--- src/rtl/ghost_collision_monitor.sv ---
// ghost_collision_monitor
// Frame-synchronous Pac-Man / ghost collision checker. On an accepted frame_tick it
// snapshots all sprite positions, scans one ghost per clock and then reports in a
// single cycle. It owns the lives counter, the post-death grace window and game over.
//
// Ports:
//   clk, rst_n          clock, asynchronous active-low reset
//   frame_tick          one-cycle start-of-frame strobe
//   game_restart        synchronous restart (highest priority)
//   pacman_x/y          Pac-Man position
//   ghost_x/y           packed ghost positions (ghost i at [i*11 +: 11] / [i*10 +: 10])
//   ghost_active        per-ghost participation mask
//   ghost_frightened    per-ghost edible mask
//   busy                scan in progress
//   pacman_hit          one-cycle pulse, lethal collision accepted
//   ghost_eaten         one-cycle pulse mask of eaten ghosts
//   lives               remaining lives
//   grace_active        invulnerability window running
//   game_over           lives exhausted
module ghost_collision_monitor #(
    parameter int unsigned NUM_GHOSTS   = 4,
    parameter int unsigned TILE_SHIFT   = 4,
    parameter int unsigned HIT_MODE     = 0,
    parameter int unsigned HIT_DIST     = 8,
    parameter int unsigned LIVES_INIT   = 3,
    parameter int unsigned GRACE_FRAMES = 60
) (
    input  logic                   clk,
    input  logic                   rst_n,
    input  logic                   frame_tick,
    input  logic                   game_restart,
    input  logic [10:0]            pacman_x,
    input  logic [9:0]             pacman_y,
    input  logic [NUM_GHOSTS*11-1:0] ghost_x,
    input  logic [NUM_GHOSTS*10-1:0] ghost_y,
    input  logic [NUM_GHOSTS-1:0]  ghost_active,
    input  logic [NUM_GHOSTS-1:0]  ghost_frightened,
    output logic                   busy,
    output logic                   pacman_hit,
    output logic [NUM_GHOSTS-1:0]  ghost_eaten,
    output logic [3:0]             lives,
    output logic                   grace_active,
    output logic                   game_over
);

    localparam int unsigned IdxW = (NUM_GHOSTS > 1) ? $clog2(NUM_GHOSTS) : 1;
    localparam logic [IdxW-1:0] LastIdx = IdxW'(NUM_GHOSTS - 1);

    typedef enum logic [1:0] {StIdle, StScan, StReport} state_e;

    state_e                    state_q;
    logic [IdxW-1:0]           idx_q;
    logic [10:0]               px_q;
    logic [9:0]                py_q;
    logic [NUM_GHOSTS*11-1:0]  gx_q;
    logic [NUM_GHOSTS*10-1:0]  gy_q;
    logic [NUM_GHOSTS-1:0]     act_q;
    logic [NUM_GHOSTS-1:0]     fright_q;
    logic                      lethal_q;
    logic [NUM_GHOSTS-1:0]     eaten_q;
    logic [7:0]                grace_q;

    // Snapshot of the ghost currently being compared
    logic [10:0]        gx_sel;
    logic [9:0]         gy_sel;
    logic               act_sel;
    logic               fright_sel;
    logic signed [11:0] dx;
    logic signed [10:0] dy;
    logic [11:0]        adx;
    logic [10:0]        ady;
    logic               tile_match;
    logic               box_match;
    logic               contact;

    always_comb begin
        gx_sel     = '0;
        gy_sel     = '0;
        act_sel    = 1'b0;
        fright_sel = 1'b0;
        for (int i = 0; i < int'(NUM_GHOSTS); i++) begin
            if (idx_q == IdxW'(i)) begin
                gx_sel     = gx_q[i*11 +: 11];
                gy_sel     = gy_q[i*10 +: 10];
                act_sel    = act_q[i];
                fright_sel = fright_q[i];
            end
        end
    end

    always_comb begin
        // Zero-extended before subtracting so distant coordinates never wrap into range
        dx         = $signed({1'b0, px_q}) - $signed({1'b0, gx_sel});
        dy         = $signed({1'b0, py_q}) - $signed({1'b0, gy_sel});
        adx        = dx[11] ? 12'(-dx) : 12'(dx);
        ady        = dy[10] ? 11'(-dy) : 11'(dy);
        tile_match = ((px_q >> TILE_SHIFT) == (gx_sel >> TILE_SHIFT)) &&
                     ((py_q >> TILE_SHIFT) == (gy_sel >> TILE_SHIFT));
        box_match  = (adx < 12'(HIT_DIST)) && (ady < 11'(HIT_DIST));
        contact    = act_sel && ((HIT_MODE == 0) ? tile_match : box_match);
    end

    assign grace_active = (grace_q != 8'd0);

    always_ff @(posedge clk or negedge rst_n) begin
        if (!rst_n) begin
            state_q     <= StIdle;
            idx_q       <= '0;
            px_q        <= '0;
            py_q        <= '0;
            gx_q        <= '0;
            gy_q        <= '0;
            act_q       <= '0;
            fright_q    <= '0;
            lethal_q    <= 1'b0;
            eaten_q     <= '0;
            grace_q     <= '0;
            busy        <= 1'b0;
            pacman_hit  <= 1'b0;
            ghost_eaten <= '0;
            lives       <= 4'(LIVES_INIT);
            game_over   <= 1'b0;
        end else begin
            pacman_hit  <= 1'b0;
            ghost_eaten <= '0;
            if (game_restart) begin
                state_q   <= StIdle;
                idx_q     <= '0;
                lethal_q  <= 1'b0;
                eaten_q   <= '0;
                grace_q   <= '0;
                busy      <= 1'b0;
                lives     <= 4'(LIVES_INIT);
                game_over <= 1'b0;
            end else begin
                // Frame countdown runs in every state; a REPORT load below overrides it
                if (frame_tick && grace_q != 8'd0) begin
                    grace_q <= grace_q - 8'd1;
                end
                unique case (state_q)
                    StIdle: begin
                        if (frame_tick && !game_over) begin
                            px_q     <= pacman_x;
                            py_q     <= pacman_y;
                            gx_q     <= ghost_x;
                            gy_q     <= ghost_y;
                            act_q    <= ghost_active;
                            fright_q <= ghost_frightened;
                            lethal_q <= 1'b0;
                            eaten_q  <= '0;
                            idx_q    <= '0;
                            busy     <= 1'b1;
                            state_q  <= StScan;
                        end
                    end
                    StScan: begin
                        if (contact) begin
                            if (fright_sel) begin
                                eaten_q[idx_q] <= 1'b1;
                            end else begin
                                lethal_q <= 1'b1;
                            end
                        end
                        if (idx_q == LastIdx) begin
                            state_q <= StReport;
                        end else begin
                            idx_q <= idx_q + 1'b1;
                        end
                    end
                    StReport: begin
                        ghost_eaten <= eaten_q;
                        if (lethal_q && grace_q == 8'd0) begin
                            pacman_hit <= 1'b1;
                            lives      <= lives - 4'd1;
                            if (lives == 4'd1) begin
                                game_over <= 1'b1;
                            end else begin
                                grace_q <= 8'(GRACE_FRAMES);
                            end
                        end
                        idx_q   <= '0;
                        busy    <= 1'b0;
                        state_q <= StIdle;
                    end
                    default: begin
                        state_q <= StIdle;
                        busy    <= 1'b0;
                    end
                endcase
            end
        end
    end

endmodule

--- config.mk ---
export PLATFORM = sky130hd
export DESIGN_NAME = ghost_collision_monitor
export DESIGN_NICKNAME = d
export VERILOG_FILES = /design/src/rtl/ghost_collision_monitor.sv
export SDC_FILE = /design/constraint.sdc
export NUM_CORES = 1
export LEC_CHECK = 0
export ABC_AREA = 1
export CAP_MARGIN = 40
export CORE_MARGIN = 3
export CORE_UTILIZATION = 51
export CTS_BUF_LIST = sky130_fd_sc_hd__clkbuf_2
export CTS_CLUSTER_SIZE = 14
export DETAILED_ROUTE_END_ITERATION = 7
export HOLD_SLACK_MARGIN = 0.03
export PLACE_DENSITY_LB_ADDON = 0.05
export REMOVE_ABC_BUFFERS = 1
export SKIP_LAST_GASP = 1
export SYNTH_ARGS = -nofsm -noshare
export SYNTH_HDL_FRONTEND = slang
export SYNTH_SLANG_ARGS = --single-unit
export TNS_END_PERCENT = 1
--- constraint.sdc ---
create_clock -name clk -period 2.2 [get_ports clk]
set_input_delay 0.33 -clock clk [delete_from_list [all_inputs] [get_ports clk]]
set_output_delay 0.33 -clock clk [all_outputs]
set_load 0.03 [all_outputs]
==> summary.md, run 1 <==
| Metric | Value |
|---|---|
| Status | complete, no violations |
| Slew margin rel. | 0.5910 |
| Detailed placement HPWL | 8154 µm |
| Worst-margin pin slew | 0.6135 ns |
| First-pass GRT wire length | 18,810 µm |
| Crit path kind | register to primary output |
| Longest Clk Path Bufs | 2 |
| Top cells by area, synth | dfrtp_1, nand2_1, mux2_2 |
| PD cells | 1056 nW/µm² |
| PortBufs | 88 |
| Worst-path cell chain | clkdlybuf4s50_1 |
| H-tree levels | 3 |
| Hold Crit Class | input port to async pin |
| Worst vdd ir | 487.7 µV |
| DRC Markers | 0 |
| Pin count of the biggest net entering global routing | 48 |
| Min Clock Period, post-route | 2.160 ns |
| CP max stage cell | clkdlybuf4s50_1 |
| Cells after Synth | 570 |
| Setup violators final | 0 |
| Required @ worst endpoint | 1.87 ns |
| Final antenna-violating net count | 0 |
| Boundary Pins | 129 |
| Leading cell type in the layout, fill and taps excluded | nand2_1 |
| Placer's final routability congestion estimate | 0.8312 |
| Placed Instances | 788 |
| Startpoint types | register |
| Routed vias/inst | 5.044 |
| Rows | 35 |
| Cell Count, Final, Fillers Out | 810 |
| CTS tree | done |
| Starting Density | 0.5328 |
| Top Family by Delay on Critical Path | buffers and inverters |
| Register area share after synthesis | 0.5044 |
| Critical path arrival | 1.83 ns |
| Fill count | 781 |
| TritonRoute pass-1 iters | 5 |
| Clock transition at the registers of the reported paths | 0.26 ns |
| Share of post-route cells with drive strength above 1 | 0.1850 |
| Crit end category | primary output |
| Total GRT Usage | 0.2074 |
| Worst Skew | 0.02820 ns |
| Synthesis-to-layout area growth | 28.46% |
| Routed vias | 4,086 |
| Nets | 800 |
| Max stage delay on crit path | 0.68 ns |
| Overall routed net length | 11,060 µm |
| Multi-input gate area | 2152 µm² |
| Core area | 9415 µm² |
| Clk sink count | 101 |
| Netlist cell types | 34 |
| Worst-Skew Late Latency | 0.52 ns |
| Remaining global-route overflow | 0 |
| Critical Path Fanout Max | 5 |
| Avg Cell Area, Syn | 8.800 µm² |
| Sequential cell area | 2531 µm² |
| Max Clk Rate | 0.4630 GHz |
| Antenna cells | 0 |
| Syn. warnings | 0 |
| TritonCTS buffer count | 9 |
| Proportion of netlist area held by the largest area contributor | 0.4939 |
| Die area | 11,060 µm² |
| Mapped Area | 5016 µm² |
| CTS root buf | clkbuf_2 |
| Max-cap violations | 0 |
| Hold slack | 0.3122 ns |
| DRT iter0 DRCs | 141 |
| Number of synthesized register bits | 101 |
| Period utilization | 0.9818 |
| Final Slew Violations | 0 |
| Initial antenna violation count | 0 |
| Dominant cell type by area after synthesis | dfrtp_1 |
| Number of global-route vias before repair | 4,135 |
| Hold Violations, Final | 0 |
| Commonest non-fill, non-tap cells in the layout | nand2_1, dfrtp_1, clkdlybuf4s50_1, inv_1, nor2_1 |
| RSZ-0062 raised after global routing | yes |
| WP buf/inv | 1 |
| DIE HEIGHT | 105.2 µm |
| Routed length per placed instance | 13.66 µm |
| Die Wd | 105.2 µm |
| Leakage power | 3.119 nW |
==> registers in the layout (all words and copies together) (netlist names) <==
| register | flops |
|---|---|
| gx_q | 28 |
| gy_q | 24 |
| grace_q | 8 |
| px_q | 7 |
| py_q | 6 |
| act_q | 4 |
| eaten_q | 4 |
| fright_q | 4 |
| ghost_eaten | 4 |
| lives | 4 |
| idx_q | 2 |
| state_q | 2 |
| busy | 1 |
| game_over | 1 |
| lethal_q | 1 |
| pacman_hit | 1 |
==> power by group <==
group	switching [mW]	internal (mW)	total, mW
combinational	1.52	1.29	2.82
sequential	0.348	2.54	2.88
clock	0.597	0.503	1.10
total	2.47	4.33	6.80
==> cells by family after synthesis <==
kind of cell	count (synthesis)	share of synthesized area
muxes	43	0.09653
buffers and inverters	89	0.08082
xor gates and xnor gates	3	0.005239
adders and majority gates	7	0.01746
AOI/OAI and AO/OA	70	0.07757
DFF	101	0.5044
and+or+nand+nor	257	0.2180
==> area by class of cell <==
class	instances	share of cell area
Clock inverter	4	0.01515
Sequential cell	101	0.3928
Tap cell	129	0.02505
Multi-Input combinational cell	380	0.3340
Inverter	67	0.04097
Clock buffer	12	0.009320
Timing Repair Buffer	117	0.1827
==> through the flow <==
step / setup slack, ns / instance area (µm²) / util / TNS [ns] / total power [mW]
3_5_place_dp: -0.04482 / 6130 / 0.6510 / -0.1370 / 5.607
4_1_cts: -0.02245 / 6325 / 0.6718 / -0.07107 / 6.750
6_report: 0.03997 / 6444 / 0.6844 / 0 / 6.802
3_3_place_gp: 0.03015 / 6130 / 0.6510 / 0 / 5.495
5_1_grt: -0.09056 / 6444 / 0.6844 / -0.4236 / 7.365
2_1_floorplan: -0.2970 / 4862 / - / -15.13 / 4.743
==> worst paths after layout <==
path	end	cells past startpoint	startpoint	slack (ns)
setup / recovery	lives[0]	1	lives[0]	0.04
hold / removal	ghost_eaten[0]	2	rst_n	0.31
setup reg to reg	eaten_q[0]	13	idx_q[1]	0.08
hold reg to reg	eaten_q[2]	2	eaten_q[2]	0.51
max in group asynchronous	gx_q[7]	3	rst_n	1.21
min in group clk	gy_q[36]	3	ghost_y[36]	0.33
==> cell usage after synthesis (all sizes together) <==
| cell | count |
|---|---|
| clkbuf | 1 |
| nor3 | 8 |
| o211ai | 4 |
| a211oi | 5 |
| inv | 67 |
| nand3b | 3 |
| nand3 | 33 |
| nor3b | 1 |
| o21a | 1 |
| or2 | 5 |
| buf | 21 |
| xor2 | 3 |
| a21oi | 52 |
| o221ai | 1 |
| mux2 | 43 |
| dfstp | 2 |
| dfrtp | 99 |
| nand4 | 4 |
| ha | 7 |
| nor2 | 58 |
| nor4 | 1 |
| o21ai | 7 |
| nand2 | 144 |
==> timing repair <==
action | 4_1_cts | 5_1_grt
hold endpoints to repair | 43 | 0
pin swaps | 1 | 2
buffers inserted | 3 | 2
resized for setup | 9 | 25
hold buffers | 1 | 0
setup endpoints to repair | 7 | 7
==> metal layers <==
layer	part of all wire	global-route usage
met5	0	0
met4	0.0059	0.05717
met3	0.054	0.02656
met2	0.52	0.3790
met1	0.42	0.2565
No activity file was read; power rests on OpenSTA's default activity.
==> run 2, diff against run 1 <==
--- a/config.mk
+++ b/config.mk
@@ -7,6 +7,7 @@
 export LEC_CHECK = 0
 export ABC_AREA = 1
 export CAP_MARGIN = 40
+export CORE_ASPECT_RATIO = 0.6
 export CORE_MARGIN = 3
 export CORE_UTILIZATION = 51
 export CTS_BUF_LIST = sky130_fd_sc_hd__clkbuf_2
==> run 2 against run 1 <==
  * Global-route usage increased by 1.7 points
  * Die area increased by 0.35%
  * Cell count increased by 0.37%
  * Combinational power increased by 1%
  * Core utilization increased by 0.10 points
  * Via count increased by 0.76%
  * First-iteration DRC count increased by 82%
==> summary.md, run 2 (synthesis gave the netlist of run 1 again) <==
| Metric | Value |
|---|---|
| Status | complete, no violations |
| Longest Clk Path Bufs | 2 (unchanged) |
| Setup violators final | 0 (unchanged) |
| Pin count of the biggest net entering global routing | 58 (+21%) |
| Synthesis-to-layout area growth | 27.86% |
| Required @ worst endpoint | 2.70 ns (+0.83 ns) |
| PortBufs | 88 (unchanged) |
| Overall routed net length | 11,990 µm (+8.4%) |
| Hold Crit Class | input port to async pin |
| Detailed placement HPWL | 8748 µm (+7.3%) |
| WP buf/inv | 2 (+1) |
| WL met1 | 5816 µm (+25%) |
| CP Depth | 14 (+13) |
| Worst-Skew Late Latency | 0.58 ns (+0.06 ns) |
| Die area | 11,100 µm² (+0.35%) |
| Boundary Pins | 129 (unchanged) |
| H-tree levels | 3 (unchanged) |
| Rows | 27 (-23%) |
| Fin util | 0.6854 (+0.001001) |
| Final Slew Violations | 0 (unchanged) |
| Nets | 802 (+0.25%) |
| Hold Violations, Final | 0 (unchanged) |
| Routed length per placed instance | 14.75 µm (+8.0%) |
| Remaining global-route overflow | 0 (unchanged) |
| Highest Signal Layer | met4 |
| Max-cap violations | 0 (unchanged) |
| Initial antenna violation count | 0 (unchanged) |
| Top Family by Delay on Critical Path | simple AND/OR/NAND/NOR gates |
| R2R Path End | eaten_q[2] |
| DRC Markers | 0 (unchanged) |
| Cell Count, Final, Fillers Out | 813 (+0.37%) |
| Most frequent CP cell | nand2_1 |
| Clock transition at the registers of the reported paths | 0.25 ns (about the same) |
| Largest regs | gx_q (28), gy_q (24), grace_q (8) |
| Crit end category | register |
| Clk sink count | 101 (unchanged) |
| Startpoint types | register |
| Routed vias | 4,117 (+0.76%) |
| Number of global-route vias before repair | 4,103 (-0.77%) |
| Fill count | 729 (-6.7%) |
| Met3 WL | 759 µm (+28%) |
| Placer's final routability congestion estimate | 0.8499 (+2.2%) |
| Worst-margin pin slew | 0.3638 ns (-0.2497 ns) |
| Max reg flops | 28 (unchanged) |
| Max Clk Rate | 0.4569 GHz (-1.3%) |
| Slew margin rel. | 0.7575 (+0.1664) |
| Leading cell type in the layout, fill and taps excluded | nand2_1 |
| Sum Neg Setup Slack | 0 ns (unchanged) |
| Min Clock Period, post-route | 2.189 ns (+0.02857 ns) |
| Total GRT Usage | 0.2243 (+0.01693) |
| Sequential cell area | 2531 µm² (unchanged) |
| Period utilization | 0.9948 (+0.01299) |
| DRT iter0 DRCs | 257 (+82%) |
| Multi-input gate area | 2150 µm² (-0.12%) |
| Die Wd | 134.0 µm (+27%) |
| Share of post-route cells with drive strength above 1 | 0.1859 (+0.0009223) |
| Critical path arrival | 2.68 ns (+0.85 ns) |
| RSZ-0062 raised after global routing | yes |
| Final antenna-violating net count | 0 (unchanged) |
| Max stage delay on crit path | 0.50 ns (-0.18 ns) |
| Worst Skew | 0.01712 ns (-0.01108 ns) |
| Pre-CTS WS | 0.01326 ns (+0.05809 ns) |
| DIE HEIGHT | 82.82 µm (-21%) |
| PD cells | 1036 nW/µm² (-1.8%) |
| Commonest non-fill, non-tap cells in the layout | nand2_1, dfrtp_1, clkdlybuf4s50_1, inv_1, nor2_1 |
| Met2 Wirelength | 5300 µm (-7.9%) |
| Placed Instances | 791 (+0.38%) |
| Crit path kind | register to register |
| Setup WS post-layout | 0.01140 ns (-0.02857 ns) |
| R2R depth | 14 (+1) |
| Design area | 6414 µm² (-0.47%) |
| Starting Density | 0.5360 (+0.003277) |
| RR Startpoint | idx_q[0] |
| Area after DPL | 6171 µm² (+0.67%) |
| First-pass GRT wire length | 19,900 µm (+5.8%) |
| TritonCTS buffer count | 9 (unchanged) |
| Core area | 9358 µm² (-0.61%) |
| Worst-path cell chain | ha_1 -> buf_4 -> inv_6 -> or2_1 -> nand3_1 -> nand2_1 -> nor2_1 -> nand2_1 -> nor2_2 -> nand3_2 -> nand2_4 -> nand2_4 -> nand2_1 -> nand2_1 |
| Routed vias/inst | 5.064 (+0.39%) |
| Leakage power | 3.106 nW (-0.42%) |
| Antenna cells | 0 (unchanged) |
| Worst vdd ir | 427.5 µV (-12%) |
| Register bank with the most flops | gx_q |
| CP max stage cell | dfrtp_2 |
| CTS root buf | clkbuf_2 |
| R2R Setup Slk | 0.01 ns (-0.07 ns) |
| TritonRoute pass-1 iters | 5 (unchanged) |
| Critical Path Fanout Max | 12 (+7) |
| CTS tree | done |
run 2: cell types whose count changed in the layout (fill, tap and decap cells not counted), sizes merged:
cell / change
clkinv: +4
dlygate4sd2: +1
clkbuf: -3
buf: +2
bufinv: -2
inv: +1
clkdlybuf4s50: -1
run 2: how the worst max path moves through the flow:
stage	slack, ns	endpoint	startpoint
after floorplan	-0.30	act_q[0]	state_q[1]
after detailed placement	0.01	eaten_q[1]	idx_q[1]
after global routing	-0.13	eaten_q[1]	idx_q[0]
final	0.01	eaten_q[2]	idx_q[0]
after CTS	-0.05	grace_active	grace_q[0]
after global placement	0.09	eaten_q[0]	idx_q[0]
run 2: timing repair:
action | 4_1_cts | 5_1_grt
hold buffers | 1 | 0
pin swaps | 0 | 8
resized for setup | 6 | 29
buffers inserted | 0 | 5
setup endpoints to repair | 5 | 8
endpoints found under the hold margin | 99 | 0
run 2: power by group:
part	leakage, nW	total [mW]	switching (mW)	internal [mW]
clock	0.0695	0.865	0.609	0.257
combinational	1.83	2.86	1.57	1.30
sequential	1.20	2.92	0.380	2.54
total	3.11	6.65	2.56	4.09
run 2: cell type report:
class,instances,share of cell area
inverter,67,0.04116
tap,130,0.02536
clock inverter,7,0.01014
timing repair buffer,119,0.1865
sequential,101,0.3947
multi-input combinational,380,0.3352
clock buffer,9,0.007023
run 2: routing by layer:
layer | vias up | GRT usage
met5 | - | 0
met2 | 137 | 0.3372
li1 | 2044 | -
met3 | 10 | 0.05508
met4 | 0 | 0.04898
met1 | 1926 | 0.3321
run 2: through the flow:
step	hold slack, ns	power (mW)
floorplan	0.03441	4.743
global placement	0.2174	5.529
detailed placement	0.2140	5.677
CTS	0.07569	6.530
global route	0.08392	7.201
finish	0.1138	6.647
==> run 3, diff against run 2 <==
--- a/config.mk
+++ b/config.mk
@@ -7,9 +7,11 @@
 export LEC_CHECK = 0
 export ABC_AREA = 1
 export CAP_MARGIN = 40
+export CELL_PAD_IN_SITES_DETAIL_PLACEMENT = 1
+export CELL_PAD_IN_SITES_GLOBAL_PLACEMENT = 2
 export CORE_ASPECT_RATIO = 0.6
 export CORE_MARGIN = 3
-export CORE_UTILIZATION = 51
+export CORE_UTILIZATION = 30
 export CTS_BUF_LIST = sky130_fd_sc_hd__clkbuf_2
 export CTS_CLUSTER_SIZE = 14
 export DETAILED_ROUTE_END_ITERATION = 7
==> run 3 against run 2 <==
  * Highest routed layer unchanged
  * Clock skew is 0.040 ns higher
  * Worst hold slack gained 0.038 ns
  * Sequential share of layout area down 0.98 points
  * Core utilization decreased by 27 points
  * The run now ends with negative setup slack left
  * First-iteration DRC count decreased by 34%
==> summary.md, run 3 (synthesis gave the netlist of run 1 again) <==
| Metric | Value |
|---|---|
| R2R Path End | eaten_q[2] |
| Die Wd | 172.9 µm (+29%) |
| TritonCTS buffer count | 9 (unchanged) |
| Critical path arrival | 2.74 ns (+0.06 ns) |
| Core area | 15,850 µm² (+69%) |
| Leading cell type in the layout, fill and taps excluded | nand2_1 |
| Routed vias | 4,130 (+0.32%) |
| Final antenna-violating net count | 0 (unchanged) |
| Worst-path cell chain | buf_6 -> ha_4 -> buf_6 -> nand2_1 -> nand3_1 -> nand2_1 -> nand2_1 -> nand2_1 -> nand2_1 -> nor2_2 -> nand2_2 -> nor2_4 -> nand3_2 -> nand2_4 -> nand2_4 -> nand2_2 -> nand2_2 |
| Min Clock Period, post-route | 2.241 ns (+0.05250 ns) |
| DRC Markers | 0 (unchanged) |
| Detailed placement HPWL | 10,630 µm (+22%) |
| Die area | 18,360 µm² (+65%) |
| Largest regs | gx_q (28), gy_q (24), grace_q (8) |
| Max reg flops | 28 (unchanged) |
| CP startpoint | idx_q[0] |
| R2R Setup Slk | -0.04 ns (-0.05 ns) |
| Crit path to | eaten_q[2] |
| Most frequent CP cell | nand2_1 |
| First-pass GRT wire length | 23,220 µm (+17%) |
| Final Slew Violations | 0 (unchanged) |
| RSZ-0062 raised after global routing | yes |
| Clock power frac | 0.137 (+0.007) |
| Worst Skew | 0.05663 ns (+0.03952 ns) |
| DRT iter0 DRCs | 169 (-34%) |
| Required @ worst endpoint | 2.70 ns (about the same) |
| Hold Violations, Final | 0 (unchanged) |
| Worst-Skew Late Latency | 0.60 ns (+0.02 ns) |
| Max Clk Rate | 0.4462 GHz (-2.3%) |
| Boundary Pins | 129 (unchanged) |
| CTS tree | done |
| Pin count of the biggest net entering global routing | 50 (-14%) |
| Number of global-route vias before repair | 4,478 (+9.1%) |
| H-tree levels | 3 (unchanged) |
| TritonRoute pass-1 iters | 4 (-1) |
| Nets | 803 (+0.12%) |
| Total GRT Usage | 0.1576 (-0.06668) |
| Antenna cells | 0 (unchanged) |
| Overall routed net length | 14,120 µm (+18%) |
| Worst vdd ir | 368.2 µV (-14%) |
| Met2 usage | 0.2343 (-0.1029) |
| Placed Instances | 884 (+12%) |
| Placer's final routability congestion estimate | 0.7689 (-9.5%) |
| Register bank with the most flops | gx_q |
| Setup WS post-layout | -0.04110 ns (-0.05250 ns) |
| Failing checks | negative setup slack |
| Synthesis-to-layout area growth | 31.13% |
| Clock transition at the registers of the reported paths | 0.32 ns (+0.07 ns) |
| Top Family by Delay on Critical Path | simple AND/OR/NAND/NOR gates |
| Critical Path Fanout Max | 6 (-6) |
| Longest Clk Path Bufs | 2 (unchanged) |
| Slew margin rel. | 0.7319 (-0.02552) |
| RR Startpoint | idx_q[0] |
| P_int | 4.150 mW (+1.4%) |
| Met1 Usage GRT | 0.2349 (-0.09727) |
| Routed length per placed instance | 15.59 µm (+5.7%) |
| Worst-margin pin slew | 0.4021 ns (+0.03828 ns) |
| PD cells | 1037 nW/µm² (about the same) |
| DIE HEIGHT | 106.2 µm (+28%) |
| Logic pwr share | 0.437 (+0.006) |
| Initial antenna violation count | 0 (unchanged) |
| GR Util met3 | 0.03533 (-0.01975) |
| Most used routing layer | met1 |
| Hold Crit Class | input port to async pin |
| Commonest non-fill, non-tap cells in the layout | nand2_1, dfrtp_1, clkdlybuf4s50_1, inv_1, a21oi_1 |
| PortBufs | 88 (unchanged) |
| Max-cap violations | 0 (unchanged) |
| Clk sink count | 101 (unchanged) |
| Share of post-route cells with drive strength above 1 | 0.2032 (+0.01727) |
| R2R depth | 17 (+3) |
| Remaining global-route overflow | 0 (unchanged) |
| Startpoint types | register |
| Sequential Power Share | 0.427 (-0.012) |
| Period utilization | 1.019 (+0.02387) |
| Setup violators final | 4 (+4) |
| Pre-CTS WS | -0.1265 ns (-0.1397 ns) |
| Status | complete, but fails checks |
| CP max stage cell | dfrtp_1 |
| Max stage delay on crit path | 0.50 ns (about the same) |
| CP Depth | 17 (+3) |
| Crit end category | register |
| Starting Density | 0.3164 (-0.2196) |
| Net Sw Frac | 0.3917 (+0.007280) |
| Cell Count, Final, Fillers Out | 906 (+11%) |
| Crit path kind | register to register |
| CTS root buf | clkbuf_2 |
| WP buf/inv | 2 (unchanged) |
| Routed vias/inst | 4.558 (-10%) |
| Sw Pwr | 2.672 mW (+4.6%) |
| Leakage power | 3.113 nW (+0.21%) |
| Rows | 35 (+30%) |
-- run 3: cell types whose count changed in the layout (fill, tap and decap cells not counted), sizes merged --
cell    before  now
buf         32   33
clkbuf       9   11
clkinv       4    1
inv         68   69
-- run 3: routing by layer --
metal	part of all wire	vias up	wire, µm
li1	-	2044	-
met1	0.54	2013	7582
met2	0.42	65	5994
met3	0.033	8	461
met4	0.0060	0	85
met5	0	-	0
-- run 3: repair_timing --
| action | 4_1_cts | 5_1_grt |
|---|---|---|
| hold endpoints to repair | 88 | 0 |
| hold buffers | 1 | 0 |
| resized for setup | 10 | 39 |
| setup buffers | 1 | 4 |
| setup endpoints to repair | 8 | 8 |
| pin swaps | 0 | 9 |
-- run 3: cell type report --
class	count	area, µm²
Tap cell	222	277.8
Inverter	67	261.5
Timing Repair Buffer	120	1210
Sequential cell	101	2531
Fill cell	1869	9275
Clock inverter	5	60.06
Clock buffer	11	55.05
Multi-Input combinational cell	380	2182
-- run 3: worst register-to-register path, cell delays in order (launching register included) --
cell and delay (ns):
dfrtp_1 0.50, buf_6 0.14, ha_4 0.17, buf_6 0.14, nand2_1 0.06, nand3_1 0.07, nand2_1 0.08, nand2_1 0.05
nand2_1 0.08, nand2_1 0.08, nor2_2 0.14, nand2_2 0.11, nor2_4 0.14, nand3_2 0.09, nand2_4 0.12, nand2_4 0.08
nand2_2 0.08, nand2_2 0.04
-- run 3: how the worst min path moves through the flow --
stage / from / to / cells past startpoint
after floorplan: rst_n / act_q[0] / 0
after global placement: rst_n / gy_q[35] / 1
after detailed placement: rst_n / gy_q[35] / 1
after CTS: rst_n / gy_q[28] / 2
after global routing: rst_n / gy_q[35] / 2
final: rst_n / gy_q[28] / 2
-- run 3: per-stage QoR --
step | utilization | TNS, ns | hold slack (ns) | instance area [µm²] | power, mW
floorplan | - | -15.13 | 0.03441 | 4862 | 4.743
global placement | 0.3962 | -0.1994 | 0.2842 | 6281 | 5.632
detailed placement | 0.3962 | -0.4854 | 0.2884 | 6281 | 5.751
CTS | 0.4048 | -0.4808 | 0.08845 | 6417 | 6.719
global route | 0.4149 | -1.425 | 0.09510 | 6578 | 7.456
finish | 0.4149 | -0.1209 | 0.1514 | 6578 | 6.822
-- run 3: power by group through the flow --
stage / registers (mW) / clock network, mW / logic [mW]
after global routing: 3.01 / 1.05 / 3.39
after CTS: 2.91 / 0.990 / 2.82
after floorplan: 2.83 / 0 / 1.91
final: 2.91 / 0.934 / 2.98
after global placement: 2.92 / 0 / 2.71
after detailed placement: 2.95 / 0 / 2.80
